`src/rtl/cam_pkg.sv`:
```
// cam_pkg: shared types and constants for the camera capture path.
//   - capture FSM state encoding (2-bit)
//   - default frame geometry
//   - RGB565 field widths
//   - saturating increment for the 11-bit geometry counters
package cam_pkg;

  typedef enum logic [1:0] {
    WAIT_CFG = 2'd0,
    SKIP     = 2'd1,
    CAPTURE  = 2'd2
  } cap_state_e;

  localparam int H_ACTIVE_DEF = 640;
  localparam int V_ACTIVE_DEF = 480;

  localparam int R565_W = 5;
  localparam int G565_W = 6;
  localparam int B565_W = 5;
  localparam int PIX_W  = R565_W + G565_W + B565_W;

  localparam int GEO_W = 11;

  // Geometry counters stick at all-ones so an overlong line/frame can never
  // wrap back around to a value that looks correct.
  function automatic logic [GEO_W-1:0] sat_inc(input logic [GEO_W-1:0] v);
    return (v == {GEO_W{1'b1}}) ? v : v + 1'b1;
  endfunction

endpackage

```
`src/rtl/sync_2ff.sv`:
```
// sync_2ff: two-flop synchronizer for a single slow level signal.
//   clk_i  : destination clock
//   rst_i  : synchronous active-high reset (output forced 0)
//   d_i    : asynchronous input level
//   q_o    : synchronized level, two clk_i edges of latency
module sync_2ff (
  input  logic clk_i,
  input  logic rst_i,
  input  logic d_i,
  output logic q_o
);

  logic meta_q;
  logic sync_q;

  always_ff @(posedge clk_i) begin
    if (rst_i) begin
      meta_q <= 1'b0;
      sync_q <= 1'b0;
    end else begin
      meta_q <= d_i;
      sync_q <= meta_q;
    end
  end

  assign q_o = sync_q;

endmodule

```
`src/rtl/cmos_capture.sv`:
```
// cmos_capture: DVP camera capture into RGB565 words for the SDRAM write FIFO.
//   cmos_pclk   : sole clock (rising edge)
//   rst_pclk    : synchronous active-high reset
//   cfg_done    : camera config finished (async, synchronized here)
//   cmos_vsyn   : vsync, level VS_POL during vertical blanking
//   cmos_href   : line valid
//   cmos_data   : byte bus, high byte of each pixel first
//   fifo_full   : write FIFO full (only used to flag overflow)
//   pix_data    : {first_byte, second_byte}
//   pix_wr      : one-cycle write strobe
//   frame_start : pulse at the start of each captured frame
//   frame_done  : pulse at the end of each captured frame
//   frame_err   : sticky geometry error
//   ovf_err     : sticky strobe-while-full
//   frame_cnt   : captured frames, wrapping 16-bit
module cmos_capture
  import cam_pkg::*;
#(
  parameter int H_ACTIVE    = H_ACTIVE_DEF,
  parameter int V_ACTIVE    = V_ACTIVE_DEF,
  parameter int SKIP_FRAMES = 10,
  parameter int VS_POL      = 1
) (
  input  logic             cmos_pclk,
  input  logic             rst_pclk,
  input  logic             cfg_done,
  input  logic             cmos_vsyn,
  input  logic             cmos_href,
  input  logic [7:0]       cmos_data,
  input  logic             fifo_full,
  output logic [PIX_W-1:0] pix_data,
  output logic             pix_wr,
  output logic             frame_start,
  output logic             frame_done,
  output logic             frame_err,
  output logic             ovf_err,
  output logic [15:0]      frame_cnt
);

  localparam logic             VS_LVL = (VS_POL != 0);
  localparam logic [GEO_W-1:0] H_N    = GEO_W'(H_ACTIVE);
  localparam logic [GEO_W-1:0] V_N    = GEO_W'(V_ACTIVE);
  localparam logic [15:0]      SKIP_N = 16'(SKIP_FRAMES);

  logic cfg_sync;

  sync_2ff u_cfg_sync (
    .clk_i (cmos_pclk),
    .rst_i (rst_pclk),
    .d_i   (cfg_done),
    .q_o   (cfg_sync)
  );

  // Input stage S1 plus one delayed copy for edge detection. vsync resets to
  // the blanking level so a release mid-blanking is not seen as a new frame.
  logic       vs_s1_q, vs_s2_q, hr_s1_q, hr_s2_q;
  logic [7:0] d_s1_q;

  always_ff @(posedge cmos_pclk) begin
    if (rst_pclk) begin
      vs_s1_q <= VS_LVL;
      vs_s2_q <= VS_LVL;
      hr_s1_q <= 1'b0;
      hr_s2_q <= 1'b0;
      d_s1_q  <= '0;
    end else begin
      vs_s1_q <= cmos_vsyn;
      vs_s2_q <= vs_s1_q;
      hr_s1_q <= cmos_href;
      hr_s2_q <= hr_s1_q;
      d_s1_q  <= cmos_data;
    end
  end

  logic vs_rise, hr_fall;
  assign vs_rise = (vs_s1_q == VS_LVL) && (vs_s2_q != VS_LVL);
  assign hr_fall = !hr_s1_q && hr_s2_q;

  cap_state_e       state_q, state_d;
  logic [15:0]      skip_q, skip_d;
  logic             phase_q, phase_d;
  logic [7:0]       hi_q, hi_d;
  logic [GEO_W-1:0] pix_cnt_q, pix_cnt_d;
  logic [GEO_W-1:0] line_cnt_q, line_cnt_d;
  logic [GEO_W-1:0] lines_eff;
  logic [PIX_W-1:0] pix_data_q, pix_data_d;
  logic             pix_wr_q, pix_wr_d;
  logic             fs_q, fs_d, fd_q, fd_d;
  logic             ferr_q, ferr_d, ovf_q, ovf_d;
  logic [15:0]      fcnt_q, fcnt_d;

  always_ff @(posedge cmos_pclk) begin
    if (rst_pclk) begin
      state_q    <= WAIT_CFG;
      skip_q     <= '0;
      phase_q    <= 1'b0;
      hi_q       <= '0;
      pix_cnt_q  <= '0;
      line_cnt_q <= '0;
      pix_data_q <= '0;
      pix_wr_q   <= 1'b0;
      fs_q       <= 1'b0;
      fd_q       <= 1'b0;
      ferr_q     <= 1'b0;
      ovf_q      <= 1'b0;
      fcnt_q     <= '0;
    end else begin
      state_q    <= state_d;
      skip_q     <= skip_d;
      phase_q    <= phase_d;
      hi_q       <= hi_d;
      pix_cnt_q  <= pix_cnt_d;
      line_cnt_q <= line_cnt_d;
      pix_data_q <= pix_data_d;
      pix_wr_q   <= pix_wr_d;
      fs_q       <= fs_d;
      fd_q       <= fd_d;
      ferr_q     <= ferr_d;
      ovf_q      <= ovf_d;
      fcnt_q     <= fcnt_d;
    end
  end

  always_comb begin
    state_d    = state_q;
    skip_d     = skip_q;
    phase_d    = phase_q;
    hi_d       = hi_q;
    pix_cnt_d  = pix_cnt_q;
    line_cnt_d = line_cnt_q;
    lines_eff  = line_cnt_q;
    pix_data_d = pix_data_q;
    pix_wr_d   = 1'b0;
    fs_d       = 1'b0;
    fd_d       = 1'b0;
    ferr_d     = ferr_q;
    // The FIFO silently drops a word written while full; just remember it.
    ovf_d      = ovf_q | (pix_wr_q & fifo_full);
    fcnt_d     = fcnt_q;

    unique case (state_q)
      WAIT_CFG: begin
        if (cfg_sync) begin
          state_d = SKIP;
          skip_d  = '0;
        end
      end

      SKIP: begin
        if (vs_rise) begin
          if (skip_q == SKIP_N) begin
            state_d    = CAPTURE;
            fs_d       = 1'b1;
            pix_cnt_d  = '0;
            line_cnt_d = '0;
            phase_d    = 1'b0;
          end else begin
            skip_d = skip_q + 16'd1;
          end
        end
      end

      CAPTURE: begin
        if (vs_rise) begin
          // Frame end wins over any line activity in the same cycle; a line
          // that ends exactly here still gets its own length check.
          fd_d   = 1'b1;
          fs_d   = 1'b1;
          fcnt_d = fcnt_q + 16'd1;
          if (hr_fall) begin
            if (pix_cnt_q != H_N || phase_q) ferr_d = 1'b1;
            lines_eff = sat_inc(line_cnt_q);
          end
          if (lines_eff != V_N || hr_s1_q) ferr_d = 1'b1;
          pix_cnt_d  = '0;
          line_cnt_d = '0;
          phase_d    = 1'b0;
        end else if (hr_s1_q) begin
          phase_d = !phase_q;
          if (!phase_q) begin
            hi_d = d_s1_q;
          end else begin
            pix_data_d = {hi_q, d_s1_q};
            pix_wr_d   = 1'b1;
            pix_cnt_d  = sat_inc(pix_cnt_q);
          end
        end else begin
          phase_d = 1'b0;
          if (hr_fall) begin
            // phase_q still set here means an odd trailing byte was dropped.
            if (pix_cnt_q != H_N || phase_q) ferr_d = 1'b1;
            pix_cnt_d  = '0;
            line_cnt_d = sat_inc(line_cnt_q);
          end
        end
      end

      default: state_d = WAIT_CFG;
    endcase

    // Losing config aborts everything in flight; no further writes.
    if (!cfg_sync) begin
      state_d    = WAIT_CFG;
      pix_wr_d   = 1'b0;
      pix_data_d = pix_data_q;
      fs_d       = 1'b0;
      fd_d       = 1'b0;
      ferr_d     = ferr_q;
      fcnt_d     = fcnt_q;
      phase_d    = 1'b0;
      pix_cnt_d  = '0;
      line_cnt_d = '0;
    end
  end

  assign pix_data    = pix_data_q;
  assign pix_wr      = pix_wr_q;
  assign frame_start = fs_q;
  assign frame_done  = fd_q;
  assign frame_err   = ferr_q;
  assign ovf_err     = ovf_q;
  assign frame_cnt   = fcnt_q;

endmodule

```
`config.mk`:
```
export PLATFORM = sky130hd
export DESIGN_NAME = cmos_capture
export DESIGN_NICKNAME = d
export VERILOG_FILES = /design/src/rtl/cam_pkg.sv /design/src/rtl/sync_2ff.sv /design/src/rtl/cmos_capture.sv
export SDC_FILE = /design/constraint.sdc
export NUM_CORES = 1
export LEC_CHECK = 0
export ABC_CLOCK_PERIOD_IN_PS = 4000
export BUFFER_PORTS_ARGS = -buffer_cell sky130_fd_sc_hd__buf_2
export CORE_ASPECT_RATIO = 1.2
export CORE_MARGIN = 3
export CORE_UTILIZATION = 60
export DETAILED_ROUTE_END_ITERATION = 8
export HOLD_SLACK_MARGIN = 0.05
export PLACE_DENSITY = 0.89
export REMOVE_ABC_BUFFERS = 1
export SLEW_MARGIN = 10
export SYNTH_ARGS = -nofsm -noshare
export SYNTH_HDL_FRONTEND = slang
export SYNTH_SLANG_ARGS = --single-unit
```
`constraint.sdc`:
```
create_clock -name cmos_pclk -period 4 [get_ports cmos_pclk]
set_input_delay 0.8 -clock cmos_pclk [delete_from_list [all_inputs] [get_ports cmos_pclk]]
set_output_delay 0.8 -clock cmos_pclk [all_outputs]
set_load 0.01 [all_outputs]
```
==> Word-level counts from Yosys, hierarchy flattened <==
Cells that the tools add are included.
{ "word_totals": {"ff_bits": 100, "inputBits": 14, "out_inout_bits": 37, "word_cells": 106} }
{ "op_classes": {"add_sub_neg": 4, "n_eq_ne": 16, "muxes": 37, "n_bitwise": 8, "reduce_logical": 21} }
{ "ops": {"columns": ["operator", "count"], "rows": [
  ["$mux 11", 13],
  ["$mux 16", 3],
  ["$pmux 11 s2", 2],
  ["$add 16x1->16 const B", 2],
  ["$pmux 16 s2", 1],
  ["$add 11x1->11 const B", 2],
  ["$eq 11x11->1 const B", 2],
  ["$eq 16x4->1 const B", 1],
  ["$mux 1", 13],
  ["$ne 4x4->1 const B", 3],
  ["$reduce_and 3->1", 4],
  ["$reduce_and 4->1", 3],
  ["$ne 11x10->1 const B", 1],
  ["$ne 11x9->1 const B", 1],
  ["$ne 2x2->1 const B", 3],
  ["$not 1->1", 6],
  ["$pmux 2 s3", 1],
  ["$reduce_and 6->1", 1],
  ["$reduce_and 5->1", 1],
  ["$reduce_or 5->1", 1],
  ["$mux 2", 2],
  ["$ne 2x1->1 const B", 2],
  ["$pmux 1 s2", 2],
  ["$reduce_bool 2->1", 2],
  ["11 further kinds", 14]
]} }

==> Longest topological paths before layout <==
{ "logic_depth": {"ltp_word": 9, "ltp_mapped": 9, "depth_no_buf": 7} }

==> By module <==
From an unflattened synthesis, not the netlist that was laid out.
{ "unflattened": {"hier_cells": 524, "area_unflattened_um2": 4489.3} }
{ "modules_own_cells": {"columns": ["module", "instances", "cells_per_inst", "area_each_um2", "seq_area_each_um2"], "rows": [
  ["cmos_capture", 1, 520, 4436.8, 1961.9],
  ["sync_2ff", 1, 4, 52.6, 40.0]
]} }

==> Least setup slack after synthesis <==
OpenSTA, ideal clock, no wires.
{ "synth_timing": {"kind": "input -> register", "from": "in rst_pclk", "to": "reg pix_cnt_q[2]", "setup_ns": 0.072, "arrival_ns": 2.043, "setup_slack_ns": 1.885, "cell_stages": 5, "path_cell_list": "clkbuf_2 > nor2b_1 > clkdlybuf4s50_2 > o311ai_0 > mux2i_1"} }
{ "synth_via": {"elab_chain_cells": 1} }
{ "synth_rtl": {"columns": ["item", "line", "text"], "rows": [
  ["from (decl)", "cmos_capture.sv:25", "input logic rst_pclk,"],
  ["$reduce_or 2->1 (no source line)", null, null],
  ["to (signal assigned)", "cmos_capture.sv:112", "pix_cnt_q <= pix_cnt_d;"],
  ["to (decl)", "cmos_capture.sv:83", "logic [GEO_W-1:0] pix_cnt_q, pix_cnt_d;"]
]} }
Every way passes these cells.
A chain may end at the register's enable or synchronous reset.

==> Final worst setup path <==
{ "layout_timing": {"from": "reg skip_q[0]", "to": "reg pix_cnt_q[3]"} }
{ "layout_via": {"elab_chain_cells": 3} }
{ "layout_rtl": {"columns": ["item", "line", "text"], "rows": [
  ["from (decl)", "cmos_capture.sv:80", "logic [15:0] skip_q, skip_d;"],
  ["from (signal assigned)", "cmos_capture.sv:109", "skip_q <= skip_d;"],
  ["$eq 16x4->1", "cmos_capture.sv:151", "if (skip_q == SKIP_N) begin"],
  ["$ne 2x2->1 (no source line)", null, null],
  ["$reduce_and 6->1 (no source line)", null, null]
]} }
Every way passes these cells.

==> impl_metrics.csv <==
group,metric,value,unit
logic_synthesis,ys_types,67,
floorplan,dieArea,9190,um2
logic_synthesis,synth_area,4840,um2
critical_path,endpoint_kind,"register",
cts,root_buffer,"clkbuf_8",
sta,setup_viol,0,
sta,period_minus_slack,2.61,ns
critical_path,required,4.31,ns
layout,drive_above_1_share,15.9,%
cts,clk_path_buf_depth,2,
route,wl_met3,708,um
logic_synthesis,synth_seq_cells,100,
layout,fin_cells,696,
cts,htree_levels,3,
sta,finalMaxSlewViolations,0,
logic_synthesis,synth.top_cell.area_share,41.3,%
global_route,grt_pass1_wl,18.6,mm
sta,fmaxAchievable,383,MHz
flow_run,maxCapViolCount,0,
cts,cts_setup_buffers,0,
cts,clkLatencyLatePin,0.38,ns
power_and_ir_drop,power.density,325,nW/um2
route,via_count,4389,
route,drt_iter0_drc,274,
floorplan,initial_utilization,62.5,%
placement,dp_cells,680,
logic_synthesis,netlist_top_cells_area,"dfxtp_1 (41%), nand2_1 (6.2%), a21oi_1 (5.2%)",
global_route,grt_overflow,0,
layout,fin_nets,622,
placement,place_congestion,0.907,
route,drt-pass1-iter-count,5,
layout,num_antenna_cells,0,
sta,finalCritPeriodShare,65.3,%
sta,tightest_slew,1.23,ns
global_route,antenna_found_initial,0,
run_status,outcome,"completed",
placement,placed_area,5050,um2
power_and_ir_drop,ir_worst_vdd,186,uV
sta,final.setup.tns,0,ns
placement,port_buffers,50,
critical_path,crit_fanout,11,
logic_synthesis,synth.avg_cell_area,8.53,um2
route,wl_met2,5.68,mm
logic_synthesis,syn_inst,568,
sta,timing.final.ws_setup,1.39,ns
hold_path,hold_class,"register to register",
cts,cts_resized,0,
critical_path,crit_arrival,2.93,ns
cts,hold_buffers,0,
critical_path,startpoint_type,"register",
layout,design_area,5250,um2
global_route,grt_max_degree,71,
route,top_layer_used,"met4",
placement,hpwl,7.49,mm
route,postRouteWirelength,11.2,mm
global_route,grt_pass1_vias,3982,
sta,clock_skew,0.0140,ns
cts,cts_sinks,100,
critical_path,critPathKind,"register to register",
sta,fin_hold_ws,0.458,ns
logic_synthesis,synth_top_cell_by_area,"dfxtp_1",
logic_synthesis,synth_edf_count,0,
cts,cts_made_buffers,9,
floorplan,row_count,35,
cts,clk_pin_slew,0.11,ns
placement,dp_slack,1.54,ns
floorplan,boundaryPins,51,
route,avgRoutedWirePerCell,16.1,um
route,postRouteAntennaNets,0,
sta,hold_viol,0,
logic_synthesis,synth-seq-area-share,41.3,%
logic_synthesis,synthArstFlopShare,0,%
route,drc,0,
floorplan,die_h,104,um
sta,rsz0062_at_grt,"false",
logic_synthesis,synth-main-ff-cell,"dfxtp_1",
floorplan,core,7750,um2
layout,area_growth,8.39,%
power_and_ir_drop,power_leakage,1.83,nW
layout,fill_cells,617,
logic_synthesis,yosysWarnings,0,
floorplan,die_x,88.0,um
global_route,track_usage,25.0,%
route,viasPerCell,6.31,
sta,relSlewSlack,17.4,%
cts,tritoncts,"done",
route,drt-met1-wl,4.59,mm
final timing paths:
kind                          startpoint                         to  slack (ns)  cells after the start
setup / recovery  skip_q[0]$_SDFFE_PP0P_  pix_cnt_q[3]$_SDFFE_PP0P_        1.39                      7
setup reg to reg  skip_q[0]$_SDFFE_PP0P_  pix_cnt_q[3]$_SDFFE_PP0P_        1.39                      7
hold / removal      d_s1_q[6]$_SDFF_PP0_       hi_q[6]$_SDFFE_PP0P_        0.46                      2
hold reg to reg     d_s1_q[6]$_SDFF_PP0_       hi_q[6]$_SDFFE_PP0P_        0.46                      2
registers in the layout, summed over array words and instances (netlist names), 2 cells and up:
register,count
pix_data,16
state_q,2
d_s1_q,8
frame_cnt,16
pix_cnt_q,11
skip_q,16
line_cnt_q,11
hi_q,8
power breakdown:
part | switching [mW] | internal, mW
registers | 0.00680 | 1.00
logic | 0.0341 | 0.0198
clock network | 0.394 | 0.248
critical path, cell delays in order (launching register included):
cell	delay, ns
dfxtp_1	0.35
inv_1	0.07
ha_1	0.15
nor4b_2	0.23
nand4_1	0.14
o21ai_0	0.98
and4_2	0.44
mux2i_1	0.18
cell usage after synthesis, types with 12 or more instances:
library cell    n
inv_1          14
nand2_1        80
clkbuf_1       12
o21ai_0        18
dfxtp_1       100
a21oi_1        50
nor4_1         20
nand4_1        16
nor2_1         34
nand3_1        23
or3_1          15
mux2i_1        17
nor2b_1        15
buf_2          12
routing by layer:
metal,track usage [%],vias up
li1,-,2132
met1,31.3,2057
met2,41.6,172
met3,5.78,28
met4,8.64,0
met5,0,-
cell families after synthesis:
kind of cell | count (synthesis) | synth area share (%)
buffers and inverters | 48 | 4.86
adders and majority gates | 9 | 2.32
AOI/OAI and AO/OA | 116 | 16.1
DFF | 100 | 41.3
muxes | 18 | 3.74
xor gates and xnor gates | 16 | 2.89
and+or+nand+nor | 261 | 28.7
placed cells by master, fill, tap and decap left out, types with 2 or more instances in the layout:
cell / instances
or3_1: 15
inv_1: 14
nor2b_1: 15
nand4b_1: 4
a21oi_1: 50
inv_8: 3
o21ba_2: 2
nor4_2: 3
and4_1: 5
nand3_1: 23
nand4_1: 16
buf_2: 50
nor4_1: 20
nand2b_1: 3
buf_4: 2
o31ai_1: 7
and3_1: 11
or2_2: 5
nor3_1: 9
nor2_2: 2
ha_1: 9
a22oi_1: 2
nor2_1: 34
o21ai_0: 18
xor2_1: 8
mux2i_1: 17
o311ai_0: 5
nand2_1: 80
a211oi_1: 2
or4_1: 5
clkbuf_8: 9
o41ai_1: 2
a311o_1: 5
a31oi_1: 9
xnor2_1: 8
a311oi_1: 2
dfxtp_1: 100
stage by stage:
stage	utilization [%]	power [mW]
final	67.7	1.71
after global routing	67.7	1.76
after CTS	67.7	1.72
after detailed placement	65.2	1.09
after global placement	65.2	1.08
after floorplan	-	1.06
final cells by class:
cell class / instances / area, um2 / share of cell area, %
tap: 92 / 115 / 2.19
multi-input combinational: 420 / 2610 / 49.7
timing repair buffer: 52 / 265 / 5.05
inverter: 16 / 62.6 / 1.19
clock inverter: 7 / 75.1 / 1.43
sequential: 100 / 2000 / 38.1
clock buffer: 9 / 124 / 2.36
(Power assumes the default switching activity.)
